## config.mk

```make
export PLATFORM = sky130hd
export DESIGN_NAME = ch_history
export DESIGN_NICKNAME = d
export VERILOG_FILES = /design/src/rtl/ch_history.sv
export SDC_FILE = /design/constraint.sdc
export NUM_CORES = 1
export LEC_CHECK = 0
export ABC_AREA = 1
export CORE_ASPECT_RATIO = 2
export CORE_MARGIN = 3
export CORE_UTILIZATION = 23
export DETAILED_ROUTE_END_ITERATION = 10
export SLEW_MARGIN = 20
export SYNTH_ARGS = -nofsm -noshare
export SYNTH_HDL_FRONTEND = slang
export SYNTH_SLANG_ARGS = --single-unit
```

## constraint.sdc

```tcl
create_clock -name clk_clk -period 5 [get_ports clk_clk]
set_input_delay 1 -clock clk_clk [delete_from_list [all_inputs] [get_ports clk_clk]]
set_output_delay 1 -clock clk_clk [all_outputs]
set_load 0.005 [all_outputs]
```

## src/rtl/ch_history.sv

```systemverilog
// ch_history: per-channel sample history with a shared circular write pointer,
// running signed sums of the held samples and a registered random tap read port.
//
// Handshake: a frame on in_data transfers on any rising edge where in_valid and
// in_ready are both high. in_ready is low only while flush is asserted, so a
// frame offered during flush is dropped and not held over. The read port is
// fire-and-forget: each rd_req cycle yields exactly one rd_valid pulse on the
// following cycle, and no back-pressure applies.
module ch_history #(
  parameter int DATA_W   = 10,
  parameter int DEPTH    = 20,
  parameter int CHANNELS = 2,
  localparam int PTR_W   = $clog2(DEPTH),
  localparam int CNT_W   = $clog2(DEPTH + 1),
  localparam int CH_W    = (CHANNELS > 1) ? $clog2(CHANNELS) : 1,
  localparam int SUM_W   = DATA_W + $clog2(DEPTH)
) (
  input  logic                       clk_clk,
  input  logic                       reset_n,
  input  logic                       flush,
  input  logic                       in_valid,
  output logic                       in_ready,
  input  logic [CHANNELS*DATA_W-1:0] in_data,
  input  logic                       rd_req,
  input  logic [CH_W-1:0]            rd_ch,
  input  logic [PTR_W-1:0]           rd_tap,
  output logic                       rd_valid,
  output logic [DATA_W-1:0]          rd_data,
  output logic                       rd_err,
  output logic [CNT_W-1:0]           count,
  output logic                       full,
  output logic [CHANNELS*SUM_W-1:0]  sum_out
);

  localparam logic [CNT_W-1:0] DEPTH_CNT = CNT_W'(DEPTH);
  localparam logic [PTR_W-1:0] LAST_PTR  = PTR_W'(DEPTH - 1);
  localparam logic [PTR_W:0]   DEPTH_LOC = (PTR_W+1)'(DEPTH);
  localparam logic [PTR_W:0]   DEPTH_M1  = (PTR_W+1)'(DEPTH - 1);
  localparam logic [CH_W:0]    CH_LIMIT  = (CH_W+1)'(CHANNELS);

  logic [PTR_W-1:0]         wp_q, wp_d;
  logic [CNT_W-1:0]         count_q, count_d;
  logic signed [SUM_W-1:0]  sum_q [CHANNELS];
  logic signed [SUM_W-1:0]  sum_d [CHANNELS];
  logic [DATA_W-1:0]        mem_q [CHANNELS][DEPTH];

  logic                     rd_valid_q, rd_valid_d;
  logic                     rd_err_q, rd_err_d;
  logic [DATA_W-1:0]        rd_data_q, rd_data_d;

  logic                     accept;
  logic                     full_w;

  // Read address path
  logic [CNT_W-1:0]         tap_ext;
  logic                     tap_bad;
  logic                     ch_bad;
  logic [PTR_W:0]           loc_raw;
  logic [PTR_W-1:0]         rd_loc;
  logic [CH_W-1:0]          ch_sel;
  logic [DATA_W-1:0]        rd_sample;

  function automatic logic signed [SUM_W-1:0] sext(input logic [DATA_W-1:0] x);
    return SUM_W'($signed(x));
  endfunction

  assign in_ready = ~flush;
  assign accept   = in_valid & ~flush;
  assign full_w   = (count_q == DEPTH_CNT);

  // Next pointer, fill count and running sums; flush wins over an offered frame
  always_comb begin
    wp_d    = wp_q;
    count_d = count_q;
    for (int c = 0; c < CHANNELS; c++) sum_d[c] = sum_q[c];
    if (flush) begin
      wp_d    = '0;
      count_d = '0;
      for (int c = 0; c < CHANNELS; c++) sum_d[c] = '0;
    end else if (accept) begin
      wp_d = (wp_q == LAST_PTR) ? '0 : wp_q + PTR_W'(1);
      if (!full_w) count_d = count_q + CNT_W'(1);
      // When full, the slot at wp holds the oldest sample, which leaves the window
      for (int c = 0; c < CHANNELS; c++) begin
        sum_d[c] = sum_q[c] + sext(in_data[c*DATA_W +: DATA_W])
                 - (full_w ? sext(mem_q[c][wp_q]) : SUM_W'(0));
      end
    end
  end

  // Pointer, count and sum registers
  always_ff @(posedge clk_clk or negedge reset_n) begin
    if (!reset_n) begin
      wp_q    <= '0;
      count_q <= '0;
      for (int c = 0; c < CHANNELS; c++) sum_q[c] <= '0;
    end else begin
      wp_q    <= wp_d;
      count_q <= count_d;
      for (int c = 0; c < CHANNELS; c++) sum_q[c] <= sum_d[c];
    end
  end

  // Sample storage; never cleared, stale entries are masked by the fill count
  always_ff @(posedge clk_clk) begin
    if (accept) begin
      for (int c = 0; c < CHANNELS; c++) mem_q[c][wp_q] <= in_data[c*DATA_W +: DATA_W];
    end
  end

  // Tap t maps to (wp-1-t) mod DEPTH using the pre-write pointer and storage
  always_comb begin
    tap_ext = CNT_W'(rd_tap);
    tap_bad = (tap_ext >= count_q) || (tap_ext >= DEPTH_CNT);
    ch_bad  = ({1'b0, rd_ch} >= CH_LIMIT);
    loc_raw = {1'b0, wp_q} + DEPTH_M1 - {1'b0, rd_tap};
    if (loc_raw >= DEPTH_LOC) loc_raw = loc_raw - DEPTH_LOC;
    rd_loc    = loc_raw[PTR_W-1:0];
    ch_sel    = ch_bad ? '0 : rd_ch;
    rd_sample = mem_q[ch_sel][rd_loc];
  end

  // Read result next-state: data only on a legal tap, zeros otherwise
  always_comb begin
    rd_valid_d = rd_req;
    rd_err_d   = 1'b0;
    rd_data_d  = '0;
    if (rd_req) begin
      if (tap_bad || ch_bad) begin
        rd_err_d = 1'b1;
      end else begin
        rd_data_d = rd_sample;
      end
    end
  end

  // Read result registers; reset drops any read in flight
  always_ff @(posedge clk_clk or negedge reset_n) begin
    if (!reset_n) begin
      rd_valid_q <= 1'b0;
      rd_err_q   <= 1'b0;
      rd_data_q  <= '0;
    end else begin
      rd_valid_q <= rd_valid_d;
      rd_err_q   <= rd_err_d;
      rd_data_q  <= rd_data_d;
    end
  end

  assign rd_valid = rd_valid_q;
  assign rd_err   = rd_err_q;
  assign rd_data  = rd_data_q;
  assign count    = count_q;
  assign full     = full_w;

  for (genvar g = 0; g < CHANNELS; g++) begin : g_sum
    assign sum_out[g*SUM_W +: SUM_W] = sum_q[g];
  end

endmodule
```

Word-level counts from Yosys, hierarchy flattened
Memories as Yosys holds them, arrays and structs flattened.
Cells that the tools add are included.

cells by class
  add/subtract/negate cells = 9
  $lt $le $gt $ge = 6
  equal/unequal tests = 3
  multiplexer cells = 28
  bitwise gates (word level) = 4
  reduce and logical (&&, ||, !) cells = 4

operators by type and width
  kind                                                                          count
  200-bit two-way mux                                                           1
  10-bit binary-select mux with 5-bit select                                    3
  10-bit two-way mux                                                            9
  30-bit two-way mux                                                            2
  10-bit demux with 5-bit select                                                1
  5-bit two-way mux                                                             7
  15-bit by 10-bit adder with 15-bit output                                     2
  15-bit two-way mux                                                            2
  15-bit subtractor                                                             2
  6-bit >= comparator, second input constant                                    2
  5-bit NOT with 6-bit output                                                   2
  5-bit by 1-bit adder with 5-bit output, second input constant                 2
  5-bit == test, second input constant                                          2
  5-bit by 5-bit adder with 6-bit output, second input constant                 1
  6-bit by 5-bit >= comparator with 1-bit output, second input constant         1
  6-bit by 1-bit less-than comparator with 1-bit output, second input constant  1
  6-bit by 5-bit subtractor with 6-bit output                                   1
  5-bit >= comparator                                                           1
  5-bit >= comparator, second input constant                                    1
  5-bit subtractor, second input constant                                       1
  1-bit two-way mux                                                             3
  2-bit inequality test, second input constant                                  1
  2-bit AND reduction                                                           1
  2-bit nonzero test                                                            1
  4 further kinds                                                               4

storage, ports and cells
  flip-flop bits (word level) = 52
  memory bits (writable) = 400
  input port bits = 31
  output and inout port bits = 49
  memories = 1

memories
  memory  words  bits a word  rd ports  clocked after memory_dff  wr ports  RTL line  RTL
  mem_q   2      200          3         0                         2         45        logic [DATA_W-1:0] mem_q [CHANNELS][DEPTH];

Longest topological paths before layout
  word-level depth = 10
  gate-level depth with buffers = 25

Worst setup path after synthesis
OpenSTA, ideal clock, no wires.

  kind = in2reg
  start = input rd_tap[1]
  end = register rd_data_q[0] (netlist: rd_data[0])
  library setup time = 131 ps
  arrival = 3272 ps
  setup slack = 1597 ps
  stages on the path = 18
  path buffers = 1
  path through = inv_1 > ha_1 > ha_1 > fa_1 > xor2_1 > inv_1 > ha_1 > nand3_1 > nand2_1 > nand3_2 > nand2_2 > nand2_1 > buf_2 > nand3_1 > nand3_1 > nand3_1 > nand2_1 > nor2_1

on the way
  cells in the longest elaborated chain, start to end = 9
  elaborated cells on any way between the ends = 13
  those cells by class = add/sub: 2; order compare: 3; mux: 6; bitwise: 1; reduce/logical: 1

ends and longest elaborated chain
  what                                                                                RTL line  RTL
  start: declaration                                                                  26        input logic [PTR_W-1:0] rd_tap,
  6-bit by 5-bit subtractor with 6-bit output                                         116       loc_raw = {1'b0, wp_q} + DEPTH_M1 - {1'b0, rd_tap};
  5-bit subtractor or 6-bit by 5-bit >= comparator with 1-bit output (tied branches)  117       if (loc_raw >= DEPTH_LOC) loc_raw = loc_raw - DEPTH_LOC;
  5-bit two-way mux                                                                   117
  5-bit NOT with 6-bit output (not written as such)                                   120       rd_sample = mem_q[ch_sel][rd_loc];
  10-bit binary-select mux with 5-bit select                                          120
  10-bit two-way mux (not written as such) (2 in series)                              120
  10-bit two-way mux (*)                                                              129       if (tap_bad || ch_bad) begin
  10-bit two-way mux (*)                                                              128       if (rd_req) begin
  net rd_data_d[0]                                                                    49        logic [DATA_W-1:0] rd_data_q, rd_data_d;
  end signal: assignment                                                              146       rd_data_q <= rd_data_d;
  end: declaration                                                                    49

Mark *: on every way through the listed nets, which the timed path passes. The rest lies on a longest branch. The select of a mux whose other input is x is not followed.
A chain may end at the register's enable or synchronous reset.

Worst setup path after layout
  start = register wp_q[0]
  end = register sum_q, in the netlist sum_out[10]

on the way
  cells in the longest elaborated chain, start to end = 8

ends and longest elaborated chain
  what                                                    RTL line  RTL
  start: declaration                                      41        logic [PTR_W-1:0] wp_q, wp_d;
  start signal: assignment                                98        wp_q <= wp_d;
  5-bit NOT with 6-bit output (not written as such)       86        - (full_w ? sext(mem_q[c][wp_q]) : SUM_W'(0));
  10-bit binary-select mux with 5-bit select              86
  10-bit two-way mux (not written as such) (2 in series)  86
  15-bit two-way mux                                      86
  15-bit subtractor                                       86
  30-bit two-way mux                                      80        end else if (accept) begin
  30-bit two-way mux                                      76        if (flush) begin
  end: declaration                                        43        logic signed [SUM_W-1:0] sum_q [CHANNELS];

No other way between the ends. The select of a mux whose other input is x is not followed.

==> flow_summary.toml <==
[grt]
grt_max_degree = 174
antenna_found_initial = 3
grt_pass1_wl_mm = 129
grt_overflow_total = 0
grt_pass1_vias = 20500
grt_usage = 0.156

[min_path]
whs_endpoint = "sum_out[29]"
hp-class = "flip-flop to flip-flop"
min_from = "sum_out[29]"
hold_depth = 2

[timing]
setup_ws_ns = 0.494
relSlewSlack = 0.275
fin_setup_tns_ns = 0
slew_violations = 0
hold_viol = 0
finalSetupViolCount = 0
worst_slew_pin_slew_ns = 1.08
min_period_ns = 4.51
max_freq_mhz = 222
rsz0062_at_grt = "false"
post-route-period-util = 0.901
skew_ns = 0.0216

[run_status]
status = "completed"

[floorplan]
die_x_um = 236
fp.coreArea_um2 = 105000
ios = 80
start_util = 0.232
die_y_um = 467
num_rows = 168
die_area_um2 = 110000

[clocking]
cts_buffer_depth = 3
tritoncts = "yes"
cts_num_sinks = 452
hold_buffers = 0
clock_tree.root_cell = "clkbuf_16"
clk_pin_slew_ns = 0.07
cts_inserted_buffers = 38
cts_setup_buffers = 0
cts_resized = 0
insertion_delay_ns = 0.59
htreeDepth = 2

[critical_path]
path_cells = "buf_12, a21oi_1, o21ai_0, o21ai_0, nand2_1, nand3_1, a221oi_1, buf_4, nor2_1, ha_1, inv_1, ha_1, inv_1, fa_1, inv_1, nand3_1, nand3_1, a21boi_0, o21ai_0, nand2_1, nand2_1, nand2_1, nand2_1, o22ai_1"
critical_path.max_fanout = 59
slowest_stage = "dfrtp_4"
critical_path_class = "flip-flop to flip-flop"
crit_path_end_kind = "flip-flop"
r2r-start = "wp_q[0]"
cp_slowest_stage_delay_ns = 0.66
r2r_cells = 24
crit_required_ns = 5.43
cp_common_cell = "nand2_1"
r2r_setup_slack_ns = 0.49
r2r-end = "sum_out[10]"
startpoint_type = "flip-flop"
arrival_ns = 4.94

[logic_synthesis]
ys_seq_area_frac = 0.545
ys.flop_type = "edfxtp_1"
synth_area_um2 = 24400
synth-seq-cells = 452
synthArstFlopShare = 0.115
synth.avg_cell_area_um2 = 9.02
syn_nets = 2822
yosysWarningCount = 0
synth_edf_count = 400
syn_inst = 2708
synth.distinct_cells = 40

[drt]
vias = 20500
dr.pass1.iters = 6
routed_wl_mm = 88.6
drt_iter0_drc = 1632
avgViaCountPerCell = 4.91
ant_nets = 0
wl_per_cell_um = 21.2
drc_errors = 0

[place]
dp_hpwl_mm = 61.9
gp_congestion = 0.892
postPlaceCellArea_um2 = 27400
pre_cts_ws_ns = 0.455
io_buffer_count = 79

[power]
ir_worst_vdd_uv = 217
power.leakage_nw = 11.0
powerDensity_nw_per_um2 = 352

[cells_and_area]
drive_gt1_frac = 0.0800
area_growth_pct = 17.5
final_area_um2 = 28700
nets = 2896

[job]
max_cap_viol_count = 0
==> through the flow <==
step | hold WS (ns) | std cells | total power, mW | util
floorplan | 0.497 | 2708 | 5.91 | -
detailed placement | 0.536 | 4102 | 6.97 | 0.261
global placement | 0.535 | 4102 | 6.96 | 0.261
global route | 0.618 | 4172 | 10.6 | 0.273
finish | 0.553 | 4172 | 10.1 | 0.273
CTS | 0.554 | 4171 | 10.2 | 0.273
==> worst max path at each step <==
stage,startpoint,to,cells past startpoint
6_report,wp_q[0],sum_out[10],24
5_1_grt,wp_q[0],sum_out[7],22
4_1_cts,wp_q[0],sum_out[7],22
3_5_place_dp,rd_tap[1],rd_data[0],17
3_3_place_gp,wp_q[0],sum_out[7],22
2_1_floorplan,rd_tap[1],rd_data[0],18
==> routing by layer <==
layer	vias to the layer above	GRT usage	part of all wire
met1	9975	0.155	0.34
met2	792	0.295	0.52
met4	0	0.122	0.090
met5	-	0	0
met3	253	0.0136	0.045
li1	9452	-	-
==> state kept, by name (all words and copies together), names as in the netlist <==
| signal | cells |
|---|---|
| count | 5 |
| mem_q | 400 |
| rd_data | 10 |
| rd_err | 1 |
| rd_valid | 1 |
| sum_out | 30 |
| wp_q | 5 |
==> cells in the final DEF (no fill, tap or decap), types with 7 or more instances in the layout <==
cell	count
nand2_1	537
o21ai_0	436
edfxtp_1	400
inv_1	248
nor2_1	214
a21oi_1	207
nand3_1	181
buf_4	102
clkdlybuf4s50_1	77
ha_1	52
dfrtp_1	50
clkbuf_16	41
o22ai_1	40
fa_1	29
o31ai_1	28
nor2_2	23
buf_12	21
a221oi_1	18
nand4_1	14
o21ai_1	7
==> critical path, delay by kind of cell, from the launching register on <==
kind / cells / cell delay, ns
flops: 1 / 0.66
buf+inv: 5 / 0.74
fa+ha+maj: 3 / 0.81
compound gates: 7 / 1.28
simple gates: 9 / 0.80
==> power breakdown <==
| group | total (mW) | internal, mW | switching, mW |
|---|---|---|---|
| combinational | 2.63 | 0.918 | 1.72 |
| sequential | 4.27 | 4.20 | 0.0747 |
| clock | 3.20 | 1.70 | 1.50 |
==> synthesized netlist by cell type, drive strengths merged (5+ instances only) <==
master / count / area share
a21oi: 207 / 0.042
a221oi: 18 / 0.0065
buf: 98 / 0.021
clkbuf: 70 / 0.011
dfrtp: 52 / 0.053
edfxtp: 400 / 0.49
fa: 29 / 0.024
ha: 54 / 0.028
inv: 255 / 0.039
nand2: 539 / 0.083
nand3: 182 / 0.038
nand4: 14 / 0.0036
nor2: 237 / 0.036
nor3: 7 / 0.0014
o21ai: 443 / 0.091
o22ai: 40 / 0.010
o31ai: 28 / 0.0086
xnor2: 5 / 0.0018
==> area by class of cell <==
| type | instances | area (um^2) |
|---|---|---|
| clock buffers | 48 | 1070 |
| well taps | 1360 | 1700 |
| multi-input cells | 1832 | 9440 |
| flip-flops and latches | 452 | 13300 |
| clock inverters | 21 | 224 |
| diodes | 1 | 2.50 |
| repair buffers | 202 | 1970 |
| fillers | 11100 | 76400 |
| inverters | 256 | 971 |
==> logic make-up (layout without fill, tap and decap cells) <==
group | Yosys count | in the layout | synth area share
AO/OA/AOI/OAI | 754 | 754 | 0.164
XOR/XNOR | 9 | 9 | 0.00323
adder cells (fa/ha/maj) | 83 | 83 | 0.0514
buffers and inverters | 424 | 527 | 0.0714
flip-flops | 452 | 452 | 0.545
multiplexers | 4 | 4 | 0.00164
other | 0 | 1 | 0
AND/OR/NAND/NOR | 982 | 982 | 0.163
Power figures use the tool's default switching activity.
